`src/rtl/mem_ctrl_pkg.sv`:
```
// Shared types and constants for the byte-serial memory controller.
// Holds the state encoding, IO address window and legal transfer length codes.
package mem_ctrl_pkg;

    localparam int ADDR_W = 32;
    localparam int DATA_W = 32;
    localparam int CNT_W  = 3;

    // Writes whose address has this bit field equal to IO_SEL_VAL target the IO buffer
    localparam int         IO_SEL_HI  = 17;
    localparam int         IO_SEL_LO  = 16;
    localparam logic [1:0] IO_SEL_VAL = 2'b11;

    localparam logic [CNT_W-1:0] LEN_BYTE = 3'd1;
    localparam logic [CNT_W-1:0] LEN_HALF = 3'd2;
    localparam logic [CNT_W-1:0] LEN_WORD = 3'd4;

    typedef enum logic [1:0] {
        ST_IDLE  = 2'd0,
        ST_IF_RD = 2'd1,
        ST_LS_RD = 2'd2,
        ST_LS_WR = 2'd3
    } state_t;

    function automatic logic is_io_addr(input logic [ADDR_W-1:0] a);
        return a[IO_SEL_HI:IO_SEL_LO] == IO_SEL_VAL;
    endfunction

    // Illegal length codes fall back to a full word so the sequencer always terminates
    function automatic logic [CNT_W-1:0] norm_len(input logic [CNT_W-1:0] l);
        case (l)
            LEN_BYTE, LEN_HALF, LEN_WORD: return l;
            default:                      return LEN_WORD;
        endcase
    endfunction

endpackage

```
`src/rtl/mem_byte_seq.sv`:
```
// Byte sequencer: walks addr..addr+len-1, drives RAM address/write byte,
// and assembles read bytes little-endian into a 32-bit word.
module mem_byte_seq
    import mem_ctrl_pkg::*;
(
    input  logic              clk,
    input  logic              rst_n,
    input  logic              i_start,
    input  logic [ADDR_W-1:0] i_addr,
    input  logic [CNT_W-1:0]  i_len,
    input  logic [DATA_W-1:0] i_w_data,
    input  logic              i_adv,
    input  logic              i_abort,
    input  logic [7:0]        i_mem_din,
    output logic [ADDR_W-1:0] o_mem_a,
    output logic [7:0]        o_mem_dout,
    output logic              o_last,
    output logic [DATA_W-1:0] o_rdata_next
);

    logic [ADDR_W-1:0] r_base;
    logic [CNT_W-1:0]  r_len;
    logic [DATA_W-1:0] r_wdata;
    logic [CNT_W-1:0]  r_cnt;
    logic [ADDR_W-1:0] r_mem_a;
    logic [7:0]        r_mem_dout;
    logic [DATA_W-1:0] r_buf;

    logic [CNT_W-1:0]  w_cnt_nxt;
    logic [DATA_W-1:0] w_rdata;

    assign w_cnt_nxt = r_cnt + 3'd1;
    assign o_last    = (r_cnt == r_len - 3'd1);

    // RAM data for the current address is merged into its lane the same cycle
    always_comb begin
        w_rdata = r_buf;
        w_rdata[{r_cnt[1:0], 3'b000} +: 8] = i_mem_din;
    end

    always_ff @(posedge clk or negedge rst_n) begin
        if (!rst_n) begin
            r_base     <= '0;
            r_len      <= '0;
            r_wdata    <= '0;
            r_cnt      <= '0;
            r_mem_a    <= '0;
            r_mem_dout <= '0;
            r_buf      <= '0;
        end else if (i_start) begin
            r_base     <= i_addr;
            r_len      <= i_len;
            r_wdata    <= i_w_data;
            r_cnt      <= '0;
            r_mem_a    <= i_addr;
            r_mem_dout <= i_w_data[7:0];
            r_buf      <= '0;
        end else if (i_abort) begin
            r_cnt <= '0;
        end else if (i_adv) begin
            r_buf <= w_rdata;
            if (o_last) begin
                r_cnt <= '0;
            end else begin
                r_cnt      <= w_cnt_nxt;
                r_mem_a    <= r_base + {{(ADDR_W-CNT_W){1'b0}}, w_cnt_nxt};
                r_mem_dout <= r_wdata[{w_cnt_nxt[1:0], 3'b000} +: 8];
            end
        end
    end

    assign o_mem_a      = r_mem_a;
    assign o_mem_dout   = r_mem_dout;
    assign o_rdata_next = w_rdata;

endmodule

```
`src/rtl/mem_ctrl.sv`:
```
// Memory controller: arbitrates load/store and fetch onto a byte-wide RAM port.
// Define MEM_CTRL_IO_STALL_EN to hold IO-window writes while io_buffer_full is high.
module mem_ctrl
    import mem_ctrl_pkg::*;
(
    input  logic              clk,
    input  logic              rst,
    input  logic              rdy,
    input  logic              rollback,
    input  logic              lsb_en,
    input  logic              lsb_wr,
    input  logic [ADDR_W-1:0] lsb_addr,
    input  logic [CNT_W-1:0]  lsb_len,
    input  logic [DATA_W-1:0] lsb_w_data,
    output logic              lsb_done,
    output logic [DATA_W-1:0] lsb_r_data,
    input  logic              if_en,
    input  logic [ADDR_W-1:0] if_addr,
    output logic              if_done,
    output logic [DATA_W-1:0] if_r_data,
    input  logic [7:0]        mem_din,
    output logic [7:0]        mem_dout,
    output logic [ADDR_W-1:0] mem_a,
    output logic              mem_wr,
    input  logic              io_buffer_full
);

    // state     | meaning
    // ST_IDLE   | waiting for a request; no acceptance during a done cycle
    // ST_IF_RD  | 4-byte fetch, aborted by rollback
    // ST_LS_RD  | load of 1/2/4 bytes, always completes
    // ST_LS_WR  | store of 1/2/4 bytes, always completes

    state_t            r_state;
    logic              r_mem_wr;
    logic              r_lsb_done;
    logic              r_if_done;
    logic [DATA_W-1:0] r_lsb_r_data;
    logic [DATA_W-1:0] r_if_r_data;

    logic              w_idle_ok;
    logic              w_accept_ls;
    logic              w_accept_if;
    logic              w_start;
    logic [ADDR_W-1:0] w_start_addr;
    logic [CNT_W-1:0]  w_start_len;
    logic              w_abort;
    logic              w_adv;
    logic              w_last;
    logic              w_io_hold;
    logic [ADDR_W-1:0] w_mem_a;
    logic [DATA_W-1:0] w_rdata_next;

    // The requester still holds en during the done cycle, so IDLE waits it out
    assign w_idle_ok    = rdy && (r_state == ST_IDLE) && !r_lsb_done && !r_if_done;
    assign w_accept_ls  = w_idle_ok && lsb_en;
    assign w_accept_if  = w_idle_ok && !lsb_en && if_en && !rollback;
    assign w_start      = w_accept_ls || w_accept_if;
    assign w_start_addr = w_accept_ls ? lsb_addr : if_addr;
    assign w_start_len  = w_accept_ls ? norm_len(lsb_len) : LEN_WORD;

    assign w_abort = rdy && (r_state == ST_IF_RD) && rollback;
    assign w_adv   = rdy && (r_state != ST_IDLE) && !w_io_hold && !w_abort;

`ifdef MEM_CTRL_IO_STALL_EN
    assign w_io_hold = (r_state == ST_LS_WR) && is_io_addr(w_mem_a) && io_buffer_full;
`else
    logic w_unused_io;
    assign w_io_hold   = 1'b0;
    assign w_unused_io = io_buffer_full;
`endif

    mem_byte_seq u_seq (
        .clk          (clk),
        .rst_n        (rst),
        .i_start      (w_start),
        .i_addr       (w_start_addr),
        .i_len        (w_start_len),
        .i_w_data     (lsb_w_data),
        .i_adv        (w_adv),
        .i_abort      (w_abort),
        .i_mem_din    (mem_din),
        .o_mem_a      (w_mem_a),
        .o_mem_dout   (mem_dout),
        .o_last       (w_last),
        .o_rdata_next (w_rdata_next)
    );

    always_ff @(posedge clk or negedge rst) begin
        if (!rst) begin
            r_state      <= ST_IDLE;
            r_mem_wr     <= 1'b0;
            r_lsb_done   <= 1'b0;
            r_if_done    <= 1'b0;
            r_lsb_r_data <= '0;
            r_if_r_data  <= '0;
        end else if (rdy) begin
            r_lsb_done <= 1'b0;
            r_if_done  <= 1'b0;
            case (r_state)
                ST_IDLE: begin
                    if (w_accept_ls) begin
                        r_state  <= lsb_wr ? ST_LS_WR : ST_LS_RD;
                        r_mem_wr <= lsb_wr;
                    end else if (w_accept_if) begin
                        r_state <= ST_IF_RD;
                    end
                end
                ST_IF_RD: begin
                    if (rollback) begin
                        r_state <= ST_IDLE;
                    end else if (w_last) begin
                        r_state     <= ST_IDLE;
                        r_if_done   <= 1'b1;
                        r_if_r_data <= w_rdata_next;
                    end
                end
                ST_LS_RD: begin
                    if (w_last) begin
                        r_state      <= ST_IDLE;
                        r_lsb_done   <= 1'b1;
                        r_lsb_r_data <= w_rdata_next;
                    end
                end
                ST_LS_WR: begin
                    if (w_last && !w_io_hold) begin
                        r_state    <= ST_IDLE;
                        r_mem_wr   <= 1'b0;
                        r_lsb_done <= 1'b1;
                    end
                end
                default: begin
                    r_state  <= ST_IDLE;
                    r_mem_wr <= 1'b0;
                end
            endcase
        end
    end

    // A frozen or IO-held byte must never reach the RAM as a write
    assign mem_wr     = r_mem_wr && rdy && !w_io_hold;
    assign mem_a      = w_mem_a;
    assign lsb_done   = r_lsb_done;
    assign lsb_r_data = r_lsb_r_data;
    assign if_done    = r_if_done;
    assign if_r_data  = r_if_r_data;

endmodule

```
`config.mk`:
```
export PLATFORM = sky130hd
export DESIGN_NAME = mem_ctrl
export DESIGN_NICKNAME = d
export VERILOG_FILES = /design/src/rtl/mem_ctrl_pkg.sv /design/src/rtl/mem_byte_seq.sv /design/src/rtl/mem_ctrl.sv
export SDC_FILE = /design/constraint.sdc
export NUM_CORES = 1
export LEC_CHECK = 0
export CORE_UTILIZATION = 50
export CTS_CLUSTER_DIAMETER = 40
export DETAILED_ROUTE_END_ITERATION = 6
export PLACE_DENSITY_LB_ADDON = 0.12
export SLEW_MARGIN = 20
export SYNTH_ARGS = -nofsm -noshare
export SYNTH_HDL_FRONTEND = slang
export SYNTH_HIERARCHICAL = 1
export SYNTH_SLANG_ARGS = --single-unit
export TNS_END_PERCENT = 30
```
`constraint.sdc`:
```
create_clock -name clk -period 3.64 [get_ports clk]
set_input_delay 0.728 -clock clk [delete_from_list [all_inputs] [get_ports clk]]
set_output_delay 0.728 -clock clk [all_outputs]
set_load 0.1 [all_outputs]
```
Word level (Yosys, flattened, before mapping)

Index checks and enable logic that the tools add are counted.

Word-level logic and storage cells: 96
Input bits: 115
Register bits after elaboration: 211

Add/subtract/negate cells: 4
Muxes and demuxes: 32
Reduce and logical (&&, ||, !) cells: 31
Shift operators: 3
Equality and inequality tests: 12
Bitwise gates (word level): 1

Operator list:

| cell                                                                     | count |
|---|---|
| 32-bit two-way mux                                                       | 8 |
| 32-bit by 3-bit adder with 32-bit output                                 | 1 |
| 32-bit bitwise mux                                                       | 1 |
| 8-bit two-way mux                                                        | 4 |
| 8-bit by 7-bit variable shift with 32-bit output (first input constant)  | 1 |
| 32-bit by 6-bit indexed part select with 8-bit output                    | 1 |
| 8-bit by 7-bit indexed part select with 32-bit output                    | 1 |
| 3-bit two-way mux                                                        | 6 |
| 1-bit logical AND                                                        | 12 |
| 2-bit two-way mux                                                        | 4 |
| 4-bit AND reduction                                                      | 2 |
| 1-bit two-way mux                                                        | 7 |
| 5-bit negator with 7-bit output                                          | 1 |
| 2-bit by 1-bit inequality test with 1-bit output (second input constant) | 3 |
| 2-bit one-hot mux with 3 select lines                                    | 1 |
| 3-bit AND reduction                                                      | 2 |
| 2-bit nonzero test                                                       | 3 |
| 1-bit logical NOT                                                        | 5 |
| 2-bit == test (second input constant)                                    | 2 |
| 2-bit AND reduction                                                      | 2 |
| 3-bit by 1-bit adder with 3-bit output (second input constant)           | 1 |
| 3-bit by 1-bit == test with 1-bit output (second input constant)         | 1 |
| 3-bit by 2-bit == test with 1-bit output (second input constant)         | 1 |
| 3-bit == test                                                            | 1 |
| other kinds (12)                                                         | 12 |

Logic depth before layout (Yosys ltp)

Gate-level depths: netlist (run 1).

Word-level depth: 10
Depth in mapped cells: 10
Mapped depth without buffers: 9

Cells and area by module

The synthesis (run 1) kept the hierarchy.

By module, submodules not included:

| module       | times used | area each (um^2) | cells each |
|---|---|---|---|
| mem_byte_seq | 1          | 6,881.6          | 631 |
| mem_ctrl     | 1          | 3,231.8          | 209 |

Least setup slack after synthesis (run 1)

Ideal clock, no wire load.

Path type: register to register
Start point: register r_if_done, in the netlist if_done
End point: register u_seq.r_base[3]
Clock period less this slack: 2.789 ns
Data arrival time: 2.654 ns
Buffers on the path: 4
Data required time: 3.505 ns
Cell stages (with the launch flop): 9
Setup slack: 0.851 ns
Cells stage by stage: dfrtp_1 -> nor2_1 -> nand3_1 -> nor2_1 -> clkbuf_1 -> clkbuf_1 -> clkbuf_1 -> clkbuf_1 -> o21ai_0

Cells in the longest elaborated chain, start to end: 6
Elaborated cells on any way between the ends: 8

Ends and longest elaborated chain:

| what                            | RTL line           | text |
|---|---|---|
| start, declared                 | mem_ctrl.sv:37     | `logic r_if_done;` |
| start signal, assigned          | mem_ctrl.sv:94     | `r_if_done <= 1'b0;` |
| start signal, assigned          | mem_ctrl.sv:99     | `r_if_done <= 1'b0;` |
| start signal, assigned          | mem_ctrl.sv:114    | `r_if_done <= 1'b1;` |
| 1-bit logical NOT (*)           | mem_ctrl.sv:55     | `assign w_idle_ok = rdy && (r_state == ST_IDLE) && !r_lsb_done && !r_if_done;` |
| 1-bit logical AND (*)           | mem_ctrl.sv:55     |  |
| 1-bit logical AND (3 in series) | mem_ctrl.sv:57     | `assign w_accept_if = w_idle_ok && !lsb_en && if_en && !rollback;` |
| 1-bit logical OR (*)            | mem_ctrl.sv:58     | `assign w_start = w_accept_ls \|\| w_accept_if;` |
| named net w_start               | mem_ctrl.sv:44     | `logic w_start;` |
| end signal, assigned            | mem_byte_seq.sv:51 | `r_base <= i_addr;` |
| end, declared                   | mem_byte_seq.sv:21 | `logic [ADDR_W-1:0] r_base;` |

The timed path passes the listed nets; every way through them passes the cells marked *.
A chain may end at the register's enable or synchronous reset.

Worst setup path in the final report (run 1)

Start point: register u_seq.r_cnt[1]
End point: register u_seq.r_mem_a[26], in the netlist u_seq/o_mem_a[26]

Cells in the longest elaborated chain, start to end: 6
Elaborated cells on any way between the ends: 9

Ends and longest elaborated chain:

| what                                     | RTL line           | text |
|---|---|---|
| start, declared                          | mem_byte_seq.sv:24 | `logic [CNT_W-1:0] r_cnt;` |
| start signal, assigned                   | mem_byte_seq.sv:65 | `r_cnt <= w_cnt_nxt;` |
| 3-bit by 1-bit adder with 3-bit output   | mem_byte_seq.sv:32 | `assign w_cnt_nxt = r_cnt + 3'd1;` |
| 32-bit by 3-bit adder with 32-bit output | mem_byte_seq.sv:66 | `r_mem_a <= r_base + {{(ADDR_W-CNT_W){1'b0}}, w_cnt_nxt};` |
| 32-bit two-way mux                       | mem_byte_seq.sv:62 | `if (o_last) begin` |
| 32-bit two-way mux                       | mem_byte_seq.sv:60 | `end else if (i_adv) begin` |
| 32-bit two-way mux                       | mem_byte_seq.sv:58 | `end else if (i_abort) begin` |
| 32-bit two-way mux                       | mem_byte_seq.sv:50 | `end else if (i_start) begin` |
| end signal, assigned                     | mem_byte_seq.sv:55 | `r_mem_a <= i_addr;` |
| end signal, assigned                     | mem_byte_seq.sv:66 |  |
| end, declared                            | mem_byte_seq.sv:25 | `logic [ADDR_W-1:0] r_mem_a;` |

Several ways; a longest one is shown, not always the timed one. The select of a mux whose other input is x is not followed.

==> metrics.md, run 1 <==
| Metric | Value |
|---|---|
| Status | completed |
| Remaining DRCs | 0 |
| Vias per cell | 5.446 |
| Comb pwr share | 47.4% |
| Vias in the first global route | 7502 |
| CP startpoint kind | flop |
| Clock power share | 24.4% |
| Req. time, crit path | 4.03 ns |
| WP buf/inv | 2 |
| RePlAce Congestion | 0.8122 |
| Final wirelength | 23.73 mm |
| Syn_area_per_cell | 12.04 sq um |
| Fill cells | 1514 |
| Cell internal pwr | 7.298 mW |
| Std cell rows | 51 |
| Delay of the slowest cell on the worst path | 0.65 ns |
| Worst path depth | 9 |
| Later-pin clock latency in the skew report | 0.49 ns |
| Non-Filler Instances | 1364 |
| Predominant post-synthesis flop cell | dfrtp_1 |
| Max frequency | 325.8 MHz |
| PD cells | 952.0 nW/um^2 |
| Fin Clk Skew | 0.01565 ns |
| Crit Path Max Fanout | 10 |
| # setup viols final | 0 |
| Placed Cells | 1302 |
| Placed cell areas | 12620 sq um |
| DIE WIDTH | 144.2 um |
| Routed length per instance | 17.40 um |
| Crit. End Element | flop |
| EDFF count, synth | 0 |
| Hold_buf cts | 0 |
| Sequential power share | 28.1% |
| Post-CTS Setup Inserts | 0 |
| Cells after synthesis | 840 |
| Core footprint | 19650 sq um |
| Antenna-violating nets left | 0 |
| Fin crit share | 84.31% |
| Yosys cell types | 62 |
| Most common cell after layout, fill and taps aside | clkdlybuf4s50_1 |
| # clock sinks | 211 |
| DR pass1 iterations | 5 |
| Worst Setup Path Type | flop to flop |
| IO Port Bufs | 220 |
| Initial drt markers | 355 |
| CP startpoint | u_seq/r_cnt[1] |
| Total negative slack | 0 ns |
| Tot GR Track Use | 23.81% |
| Die area | 20800 sq um |
| IO Pins | 222 |
| Max-cap check violation count | 0 |
| Worst path slowest cell | nor4_4 |
| Diode count | 0 |
| CP Data Arrival Time | 3.46 ns |
| Initial core utilization | 51.46% |
| Synth warn | 6 |
| Synthesis-to-layout area growth | 36.30% |
| Final instance area | 13780 sq um |
| Seq/Total Area, Yosys | 52.21% |
| NetSw | 5.824 mW |
| Crit Reg-Reg Endpoint | u_seq/o_mem_a[26] |
| TritonCTS Buffers | 35 |
| Maximum vdd drop | 0.5541 mV |
| Crit path to | u_seq/o_mem_a[26] |
| Min Tclk post-route | 3.069 ns |
| Root Driver | clkbuf_16 |
| Worst rel slew slack | 30.99% |
| Most numerous cell on the critical path | inv_1 |
| RR Startpoint | u_seq/r_cnt[1] |
| Largest net degree at the start of global routing | 79 |
| Clock Pin Slew Worst Setup and Hold Paths | 0.05 ns |
| Worst min-delay path class | primary input to async pin |
| Family with the most delay on the worst path | simple AND/OR/NAND/NOR gates |
| Most frequent cells in the layout | clkdlybuf4s50_1 (217), dfrtp_1 (211), mux2_2 (101), nand2_1 (87), o21ai_0 (80) |
| CTS tree | yes |
| Fin. max-slew vios | 0 |
| Yosys reg bits | 211 |
| R2r setup slk | 0.57 ns |
| CTS max path bufs | 3 |
| CTS H-tree lvls | 2 |
| CTS resizes | 0 |
| Asr flop ratio synth | 100.0% |
| Leakage | 6.084 nW |
| Syn nets | 966 |
| # nets final | 1200 |
| Crit path cell chain | inv_1 -> ha_1 -> inv_1 -> fa_1 -> and2b_1 -> o211ai_4 -> nor4_4 -> a41oi_1 -> o31ai_1 |
| First-pass GRT wire length | 38.50 mm |
| DR vias | 7428 |
| Layout cells sized above 1 | 21.57% |
| Initial antenna violation count | 0 |
| RSZ-0062 raised after global routing | no |
| Switching share of power | 44.38% |
| Syn Std Cell Area | 10110 sq um |
| Tightest Pin Transition | 1.032 ns |
| Fin util | 70.14% |
| DP Wirelength | 16.45 mm |
| Die height | 144.2 um |
| Total global routing overflow | 0 |
| Final hold vios | 0 |
| Reg2reg path depth | 9 |
[worst min path at each step]
stage | startpoint | endpoint | slack (ns) | cells after the start
2_1_floorplan | rst | if_done | 0.43 | 0
3_3_place_gp | u_seq/o_mem_a[7] | u_seq/o_mem_a[7] | 0.46 | 2
3_5_place_dp | u_seq/o_mem_a[24] | u_seq/o_mem_a[24] | 0.47 | 2
4_1_cts | rst | u_seq/o_mem_a[21] | 0.29 | 1
5_1_grt | rst | u_seq/r_base[25] | 0.30 | 1
6_report | rst | u_seq/o_mem_a[21] | 0.25 | 1
[through the flow]
| stage | total power [mW] | setup WS [ns] | hold WS, ns |
|---|---|---|---|
| final | 13.12 | 0.5711 | 0.2542 |
| after global routing | 13.80 | 0.3469 | 0.3021 |
| after CTS | 13.23 | 0.5459 | 0.2881 |
| after detailed placement | 9.964 | 0.4101 | 0.4710 |
| after global placement | 9.850 | 0.4599 | 0.4602 |
| after floorplan | 8.361 | 0.8514 | 0.4324 |
[power by group through the flow]
| stage | logic [mW] | clock network [mW] | registers [mW] |
|---|---|---|---|
| 6_report | 6.22 | 3.21 | 3.69 |
| 2_1_floorplan | 2.35 | 0 | 6.02 |
| 3_3_place_gp | 6.15 | 0 | 3.70 |
| 5_1_grt | 6.62 | 3.36 | 3.81 |
| 4_1_cts | 6.26 | 3.27 | 3.69 |
| 3_5_place_dp | 6.24 | 0 | 3.73 |
[flip-flops by register name, summed over array words and instances (netlist names)]
| signal | flops |
|---|---|
| if_done | 1 |
| if_r_data | 32 |
| lsb_done | 1 |
| lsb_r_data | 32 |
| r_mem_wr | 1 |
| r_state | 2 |
| u_seq/o_mem_a | 32 |
| u_seq/o_mem_dout | 8 |
| u_seq/r_base | 32 |
| u_seq/r_buf | 32 |
| u_seq/r_cnt | 3 |
| u_seq/r_len | 3 |
| u_seq/r_wdata | 32 |
[Yosys cell counts, types with 7 or more instances]
cell type	instances	area, sq um
a21oi_1	14	70.07
a22oi_1	9	67.56
a32o_1	32	320.3
buf_2	13	65.06
buf_6	9	101.4
clkbuf_1	20	75.07
dfrtp_1	211	5280
ha_1	10	125.1
inv_1	60	225.2
mux2_1	23	259.0
mux2_2	101	1137
mux2_4	26	390.4
mux2i_1	15	150.1
mux4_2	8	180.2
nand2_1	87	326.6
nand3_1	9	45.04
nor2_1	12	45.04
o21ai_0	80	400.4
xnor2_1	7	61.31
[worst register-to-register path, stage by stage (launching register included)]
cell and delay, ns:
dfrtp_1 0.43, inv_1 0.12, ha_1 0.30, inv_1 0.09
fa_1 0.44, and2b_1 0.31, o211ai_4 0.16, nor4_4 0.65
a41oi_1 0.21, o31ai_1 0.26
[cell families after synthesis]
logic type	after synthesis	synth area share [%]
DFF	211	52.21
muxes	173	20.93
AOI/OAI and AO/OA	171	11.46
and+or+nand+nor	157	7.930
buffers and inverters	103	4.689
xor gates and xnor gates	14	1.349
adders and majority gates	11	1.435
[metal layers]
| layer | GRT usage (%) | part of all wire (%) | vias to the layer above |
|---|---|---|---|
| met5 | 0 | 0 | - |
| met2 | 37.12 | 46 | 213 |
| met4 | 7.922 | 1.9 | 0 |
| met1 | 33.12 | 45 | 3674 |
| li1 | - | - | 3501 |
| met3 | 5.066 | 6.6 | 40 |
[cell type report]
type / count / area, sq um / area share [%]
clock buffers: 46 / 999.7 / 7.252
clock inverters: 16 / 168.9 / 1.225
inverters: 60 / 225.2 / 1.634
multi-input cells: 526 / 4390 / 31.85
flip-flops and latches: 211 / 5280 / 38.30
well taps: 265 / 331.6 / 2.405
repair buffers: 240 / 2389 / 17.33
Note: power is estimated with default switching activity, not from simulation.
==> run 2: changes to the inputs <==
Settings changed: CORE_UTILIZATION 50 to 46.
Clock period 3.64 ns to 2.7 ns, I/O delays scaled along.
==> metrics.md, run 2 (synthesis gave the netlist of run 1 again) <==
| Metric | Value |
|---|---|
| # clock sinks | 211 |
| Family with the most delay on the worst path | compound AO/OA/AOI/OAI gates |
| CTS max path bufs | 3 |
| Switching share of power | 43.80% |
| Die height | 150.3 um |
| Leakage | 6.560 nW |
| Min Tclk post-route | 2.619 ns |
| Layout cells sized above 1 | 34.82% |
| Dpl ws | -0.03499 ns |
| Hold_buf cts | 0 |
| Worst rel slew slack | 40.64% |
| Reg2reg path depth | 12 |
| DP Wirelength | 17.34 mm |
| NetSw | 8.015 mW |
| Worst path slowest cell | dfrtp_1 |
| Final wirelength | 24.86 mm |
| Crit path cell chain | buf_6 -> ha_2 -> xor2_1 -> ha_1 -> and2b_2 -> o211ai_4 -> buf_6 -> nor4_4 -> buf_12 -> buf_4 -> a21o_2 -> a22o_1 |
| Maximum vdd drop | 0.7741 mV |
| Crit. End Element | flop |
| IO Port Bufs | 220 |
| Clock Pin Slew Worst Setup and Hold Paths | 0.05 ns |
| Comb pwr share | 46.8% |
| Worst min-delay path class | primary input to async pin |
| Later-pin clock latency in the skew report | 0.50 ns |
| Non-Filler Instances | 1415 |
| Most frequent cells in the layout | dfrtp_1 (208), buf_4 (155), clkdlybuf4s50_1 (112), mux2_2 (101), nand2_1 (87) |
| CTS H-tree lvls | 2 |
| Req. time, crit path | 3.08 ns |
| Routed length per instance | 17.57 um |
| Total negative slack | 0 ns |
| Crit Reg-Reg Endpoint | u_seq/o_mem_a[22] |
| CP startpoint kind | flop |
| Worst Setup Path Type | flop to flop |
| Fin. max-slew vios | 0 |
| Final worst slack | 0.08103 ns |
| Vias in the first global route | 7688 |
| RePlAce Congestion | 0.8196 |
| Worst Hold Slack | 0.01408 ns |
| Sequential power share | 27.4% |
| DR vias | 7505 |
| WP buf/inv | 4 |
| Initial core utilization | 47.51% |
| First-pass GRT wire length | 39.70 mm |
| CTS tree | yes |
| Tot GR Track Use | 22.36% |
| Most numerous cell on the critical path | buf_6 |
| Max-cap check violation count | 0 |
| Root Driver | clkbuf_16 |
| IO Pins | 222 |
| Total global routing overflow | 0 |
| TritonCTS Buffers | 35 |
| # setup viols final | 0 |
| # nets final | 1240 |
| Final hold vios | 0 |
| RR Startpoint | u_seq/r_cnt[1] |
| Delay of the slowest cell on the worst path | 0.38 ns |
| Die area | 22580 sq um |
| Clock power share | 25.8% |
| Placed Cells | 1347 |
| CP Data Arrival Time | 2.99 ns |
| Diode count | 0 |
| Crit Path Max Fanout | 5 |
| PD cells | 1302 nW/um^2 |
| Tightest Pin Transition | 0.8895 ns |
| Antenna-violating nets left | 0 |
| Most common cell after layout, fill and taps aside | dfrtp_1 |
| Status | completed |
| DR pass1 iterations | 5 |
| Core footprint | 21290 sq um |
| Fin Clk Skew | 0.01488 ns |
| Cell internal pwr | 10.28 mW |
| Initial antenna violation count | 0 |
| DIE WIDTH | 150.3 um |
| Largest net degree at the start of global routing | 76 |
| Initial drt markers | 442 |
| Fin util | 66.03% |
| Vias per cell | 5.304 |
| Synthesis-to-layout area growth | 38.97% |
| Fin crit share | 97.00% |
| Std cell rows | 53 |
| Remaining DRCs | 0 |
| R2r setup slk | 0.08 ns |
| Max frequency | 381.8 MHz |
-- run 2: cell types whose count changed in the layout (fill, tap and decap cells not counted), sizes merged --
| cell | previous run | this run |
|---|---|---|
| buf | 22 | 167 |
| bufinv | 2 | 6 |
| clkdlybuf4s50 | 217 | 112 |
| clkbuf | 47 | 43 |
| clkinvlp | 5 | 2 |
| clkinv | 7 | 11 |
-- run 2: power by group through the flow --
stage          Clock (mW)  Combinational [mW]  Sequential, mW
2_1_floorplan           0                3.16            8.11
5_1_grt              4.98                9.07            5.17
4_1_cts              4.83                8.55            5.02
6_report             4.72                8.56            5.02
3_5_place_dp            0                8.51            5.05
3_3_place_gp            0                8.40            5.01
-- run 2: metrics by stage --
step           total power, mW  cell area [sq um]
6_report                 18.30              14050
3_5_place_dp             13.57              12720
5_1_grt                  19.22              14050
2_1_floorplan            11.28              10120
4_1_cts                  18.39              13990
3_3_place_gp             13.41              12720
-- run 2: cell type report --
| type | instances | area [sq um] |
|---|---|---|
| Clock buffer | 42 | 973.4 |
| Clock inverter | 21 | 296.5 |
| Fill cell | 1661 | 7232 |
| Inverter | 60 | 225.2 |
| Multi-Input combinational cell | 526 | 4410 |
| Sequential cell | 211 | 5284 |
| Tap cell | 275 | 344.1 |
| Timing Repair Buffer | 280 | 2521 |
-- run 2: worst max path at each step --
stage                        end      startpoint  slack (ns)  depth (start not counted)
4_1_cts        u_seq/o_mem_a[26]  u_seq/r_cnt[0]        0.01                          9
5_1_grt        u_seq/o_mem_a[28]  u_seq/r_cnt[1]      -0.009                         12
3_5_place_dp   u_seq/o_mem_a[21]        rollback       -0.03                         10
3_3_place_gp   u_seq/o_mem_a[21]        rollback       -0.03                         10
2_1_floorplan  u_seq/o_mem_a[26]  u_seq/r_cnt[1]        0.04                          9
6_report       u_seq/o_mem_a[22]  u_seq/r_cnt[1]        0.08                         12
-- run 2: per-layer routing --
metal  GRT usage [%]  routed length [um]  vias to the layer above  share of wire, %
met3           5.091                1776                       33               7.1
li1                -                   -                     3571                 -
met4           6.162                 412                        0               1.7
met2           35.05               11490                      203                46
met1           31.14               11180                     3698                45
met5               0                   0                        -                 0
-- run 2: timing repair --
item	CTS	global route
setup endpoints to repair	0	4
setup buffers	0	5
resized for setup	0	11
